$ cat src/rtl/y_row_reader.sv
// Fetches one Y-matrix row from the Y SRAM and streams its non-empty slots as
// column/{real,imag} entries over a valid/ready handshake.
module y_row_reader #(
  parameter int          WORDS_PER_ROW = 4,
  parameter logic [15:0] EMPTY_COL     = 16'hFFFF
) (
  input  logic         clock,
  input  logic         reset,
  input  logic         start,
  input  logic [15:0]  rowIndex,
  output logic         busy,
  output logic         done,
  output logic         error,
  output logic [10:0]  yReadAddress,
  input  logic [255:0] yReadData,
  output logic         opValid,
  input  logic         opReady,
  output logic [15:0]  opCol,
  output logic [47:0]  opVal,
  output logic [7:0]   entryCount
);

  typedef enum logic [2:0] {S_IDLE, S_WAIT, S_CAPT, S_EMIT, S_DONE} state_t;

  state_t         state_q;
  logic           busy_q, done_q, error_q;
  logic [10:0]    addr_q;
  logic [7:0]     count_q;
  logic [4:0]     word_q;
  logic [1:0]     slot_q;
  logic [255:0]   buf_q;

  logic [31:0]    row_prod;
  logic           out_of_range;
  logic [63:0]    slot_word;
  logic           slot_empty;
  logic           last_word;
  logic           xfer;

  // Range test uses the full-width product; only the low 11 bits address the SRAM.
  assign row_prod     = 32'(rowIndex) * 32'(WORDS_PER_ROW);
  assign out_of_range = row_prod > 32'd2047;
  assign last_word    = word_q == 5'(WORDS_PER_ROW - 1);

  assign slot_word  = buf_q[{slot_q, 6'd0} +: 64];
  assign slot_empty = slot_word[63:48] == EMPTY_COL;
  assign opValid    = (state_q == S_EMIT) && !slot_empty;
  assign opCol      = opValid ? slot_word[63:48] : 16'd0;
  assign opVal      = opValid ? slot_word[47:0]  : 48'd0;
  assign xfer       = opValid && opReady;

  assign busy         = busy_q;
  assign done         = done_q;
  assign error        = error_q;
  assign yReadAddress = addr_q;
  assign entryCount   = count_q;

  always_ff @(posedge clock) begin
    if (reset) begin
      state_q <= S_IDLE;
      busy_q  <= 1'b0;
      done_q  <= 1'b0;
      error_q <= 1'b0;
      addr_q  <= 11'd0;
      count_q <= 8'd0;
      word_q  <= 5'd0;
      slot_q  <= 2'd0;
      buf_q   <= '1;
    end else begin
      done_q  <= 1'b0;
      error_q <= 1'b0;
      case (state_q)
        S_IDLE: begin
          if (start) begin
            busy_q  <= 1'b1;
            count_q <= 8'd0;
            word_q  <= 5'd0;
            if (out_of_range) begin
              state_q <= S_DONE;
              done_q  <= 1'b1;
              error_q <= 1'b1;
            end else begin
              addr_q  <= row_prod[10:0];
              state_q <= S_WAIT;
            end
          end
        end
        S_WAIT: state_q <= S_CAPT;
        S_CAPT: begin
          buf_q   <= yReadData;
          slot_q  <= 2'd0;
          state_q <= S_EMIT;
        end
        S_EMIT: begin
          // The first empty slot terminates the row; later slots are never looked at.
          if (slot_empty) begin
            state_q <= S_DONE;
            done_q  <= 1'b1;
          end else if (xfer) begin
            count_q <= count_q + 8'd1;
            if (slot_q != 2'd3) begin
              slot_q <= slot_q + 2'd1;
            end else if (last_word) begin
              state_q <= S_DONE;
              done_q  <= 1'b1;
            end else begin
              addr_q  <= addr_q + 11'd1;
              word_q  <= word_q + 5'd1;
              state_q <= S_WAIT;
            end
          end
        end
        S_DONE: begin
          busy_q  <= 1'b0;
          state_q <= S_IDLE;
        end
        default: state_q <= S_IDLE;
      endcase
    end
  end

endmodule

$ cat config.mk
export PLATFORM = sky130hd
export DESIGN_NAME = y_row_reader
export DESIGN_NICKNAME = d
export VERILOG_FILES = /design/src/rtl/y_row_reader.sv
export SDC_FILE = /design/constraint.sdc
export NUM_CORES = 1
export LEC_CHECK = 0
export BUFFER_PORTS_ARGS = -buffer_cell sky130_fd_sc_hd__buf_2
export CAP_MARGIN = 10
export CORE_MARGIN = 3
export CORE_UTILIZATION = 40
export DETAILED_ROUTE_END_ITERATION = 10
export PLACE_DENSITY_LB_ADDON = 0.08
export SETUP_SLACK_MARGIN = 0.3
export SKIP_CTS_REPAIR_TIMING = 1
export SLEW_MARGIN = 20
export SYNTH_ARGS = -nofsm -noshare
export SYNTH_HDL_FRONTEND = slang
export SYNTH_SLANG_ARGS = --single-unit
$ cat constraint.sdc
create_clock -name clock -period 4.1 [get_ports clock]
set_clock_uncertainty 0.05 [all_clocks]
set_input_delay 0.615 -clock clock [delete_from_list [all_inputs] [get_ports clock]]
set_output_delay 0.615 -clock clock [all_outputs]
set_load 0.05 [all_outputs]
==> impl_metrics.env <==
export IMPL_syn_to_final_growth_pct=23.90
export IMPL_ant_nets=0
export IMPL_path_cells="buf_8, mux4_2, nand4_2, nor3_4, a21oi_4, buf_6, and2_1, clkbuf_4"
export IMPL_initial_utilization_pct=40.80
export IMPL_antenna_found_initial=17
export IMPL_drcViolationCount=0
export IMPL_synthesis_area_sq_mm=0.01258
export IMPL_setup_tns_ps=0
export IMPL_synth_area_leaders="dfxtp_1, nand2_1, mux4_2"
export IMPL_p_switching_uw=1261
export IMPL_grt_pass1_vias=11060
export IMPL_overflow=0
export IMPL_grt_use_total_pct=22.12
export IMPL_setup_violations=0
export IMPL_synth_edf_count=0
export IMPL_yosysTopAreaCell="dfxtp_1"
export IMPL_post_route_period_util_pct=89.85
export IMPL_power_uw=5711
export IMPL_relSlewSlack_pct=40.17
export IMPL_numCtsBuffers=30
export IMPL_cts_sinks=288
export IMPL_grt_pass1_wl_mm=60.22
export IMPL_slew_viol_final=0
export IMPL_die_h_um=183.3
export IMPL_ir_drop_uv=304.7
export IMPL_slowest_stage="mux4_2"
export IMPL_hold_viol=0
export IMPL_synth_fp_nets=1775
export IMPL_dr_total_vias=11480
export IMPL_cts_tree="done"
export IMPL_crit_required_ps=3430
export IMPL_ys_flop_type="dfxtp_1"
export IMPL_status="completed"
export IMPL_wl_mm=38.71
export IMPL_rsz0062_at_grt="true"
export IMPL_async_flop_share_pct=0
export IMPL_dpl_hpwl_mm=26.32
export IMPL_synth_seq_cells=288
export IMPL_postSynthCellCount=1495
export IMPL_drt_iter0_drc=760
export IMPL_design_area_sq_mm=0.01558
export IMPL_dieArea_sq_mm=0.03361
export IMPL_port_buffers=362
export IMPL_critPathKind="register to output pin"
export IMPL_power_leakage_uw=0.007348
export IMPL_die_w_um=183.3
export IMPL_synth_yosys_warnings=0
export IMPL_clock_fmax_mhz=271.5
export IMPL_ys_seq_area_share_pct=45.84
export IMPL_dpl_cell_area_sq_mm=0.01459
export IMPL_power_density_mw_per_mm2=366.4
export IMPL_seqPwrFrac_pct=49.3
export IMPL_dr_pass1_iters=5
export IMPL_p_sw_share_pct=22.08
export IMPL_critPathMaxFanout=31
export IMPL_clock_path_buffers=3
export IMPL_detail_route_wl_per_cell_um=17.52
export IMPL_crit_buf_inv=3
export IMPL_cp_top_family="buffers and inverters"
export IMPL_synthAdderAreaFrac_pct=0.3979
export IMPL_grt_max_degree=154
export IMPL_io_pins=363
export IMPL_cts_root_buf="clkbuf_16"
export IMPL_core_area_sq_mm=0.03083
export IMPL_htree_num_levels=1
export IMPL_pwr_share_comb_pct=4.5
export IMPL_yosys_top_cells_count="nand2_1, dfxtp_1, nand3_1"
export IMPL_drv_cap=0
export IMPL_critPathMaxStageDelay_ps=560
export IMPL_synth_xor_area_share_pct=0
export IMPL_avgViaCountPerCell=5.199
export IMPL_period_needed_ps=3684
export IMPL_nets=2066
export IMPL_drive_gt1_share_pct=28.07
export IMPL_hp_class="primary input to register"
export IMPL_rows=64
export IMPL_synth_simple_area_share_pct=33.07
export IMPL_worst_slew_pin_transition_ps=897.4
export IMPL_gp_congestion=0.7999
export IMPL_crit_path_start_kind="register"
export IMPL_avgSynthCellArea_sq_um=8.414
export IMPL_synthMuxAreaShare_pct=11.79
export IMPL_clkSlewWorstSetupHoldPaths_ps=60
export IMPL_arrival_ps=3020
export IMPL_synth_cell_types=63
export IMPL_synth_compound_area_share_pct=4.854
export IMPL_synth_top_area_share_pct=45.84
export IMPL_final_util_pct=50.55
export IMPL_p_int_uw=4449
export IMPL_synth_most_common_cell="nand2_1"
export IMPL_endpoint_kind="output pin"
export IMPL_power_frac_clock_pct=46.2
export IMPL_clock_latency_ps=570
export IMPL_synth_top_family_by_area="simple AND/OR/NAND/NOR gates"
final cells by class:
class / count / area [sq um]
inverter: 7 / 33.78
multi-input combinational: 1080 / 6326
clock buffer: 49 / 923.4
antenna: 7 / 17.52
fill: 3058 / 15240
tap: 396 / 495.5
clock inverter: 3 / 26.28
sequential: 288 / 5773
timing repair buffer: 379 / 1989
path summary, 6_finish.rpt:
path	from	endpoint	slack (ps)	depth (start not counted)
worst max-delay path	slot_q[0]	opCol[15]	420	8
worst min-delay path	yReadData[227]	buf_q[227]	200	3
worst max register to register	slot_q[0]	yReadAddress[8]	1110	7
worst min register to register	buf_q[173]	buf_q[173]	410	2
layout by cell type (no fill, tap or decap), types with 4 or more instances in the layout:
master,synthesis,routed
a211oi_1,9,9
a21oi_1,10,10
a31oi_1,5,5
and2_1,65,65
buf_2,7,361
buf_4,1,10
buf_6,2,4
clkbuf_1,98,10
clkbuf_16,0,31
clkbuf_8,0,8
dfxtp_1,288,286
diode_2,0,7
ha_1,4,4
inv_1,6,6
mux4_2,61,61
nand2_1,535,535
nand3_1,267,267
nor2_1,18,17
nor3_1,5,5
o2111ai_1,5,5
o211ai_1,5,5
o21ai_0,9,9
or3_1,11,11
routing by layer:
metal,part of all wire (%),vias up,GRT usage (%)
met4,2.9,22,6.947
li1,-,5687,-
met1,44,5353,29.94
met5,0.34,-,0
met2,46,338,35.62
met3,6.6,84,4.820
state kept, by name, indices dropped and copies added (netlist names):
name	count
yReadAddress	11
word_q	5
slot_q	2
error	1
busy	1
entryCount	8
done	1
buf_q	256
state_q	3
power by group through the flow:
stage / clock [uW] / combinational [uW] / sequential, uW
3_3_place_gp: 0 / 262 / 2880
5_1_grt: 2820 / 283 / 2810
3_5_place_dp: 0 / 259 / 2880
2_1_floorplan: 0 / 82.4 / 2890
4_1_cts: 2700 / 260 / 2810
6_report: 2640 / 258 / 2810
through the flow:
stage               hold WS (ps)  instances  setup WS [ps]
CTS                        181.0       2201          252.2
global placement           393.9       2149          906.1
global route               186.8       2208          291.1
detailed placement         400.2       2149          856.0
finish                     203.6       2209          416.2
floorplan                  381.9       1495          806.5
worst min-delay path: stages:
cell and delay [ps]:
buf_2 80, nand2_1 40, nand3_1 60
cells by family (layout without fill, tap and decap cells):
family	after synthesis	after routing
muxes	67	67
AOI/OAI and AO/OA	79	79
and+or+nand+nor	930	930
other	0	7
adders and majority gates	4	4
DFF	288	288
buffers and inverters	127	438
Note: power is estimated with default switching activity, not from simulation.
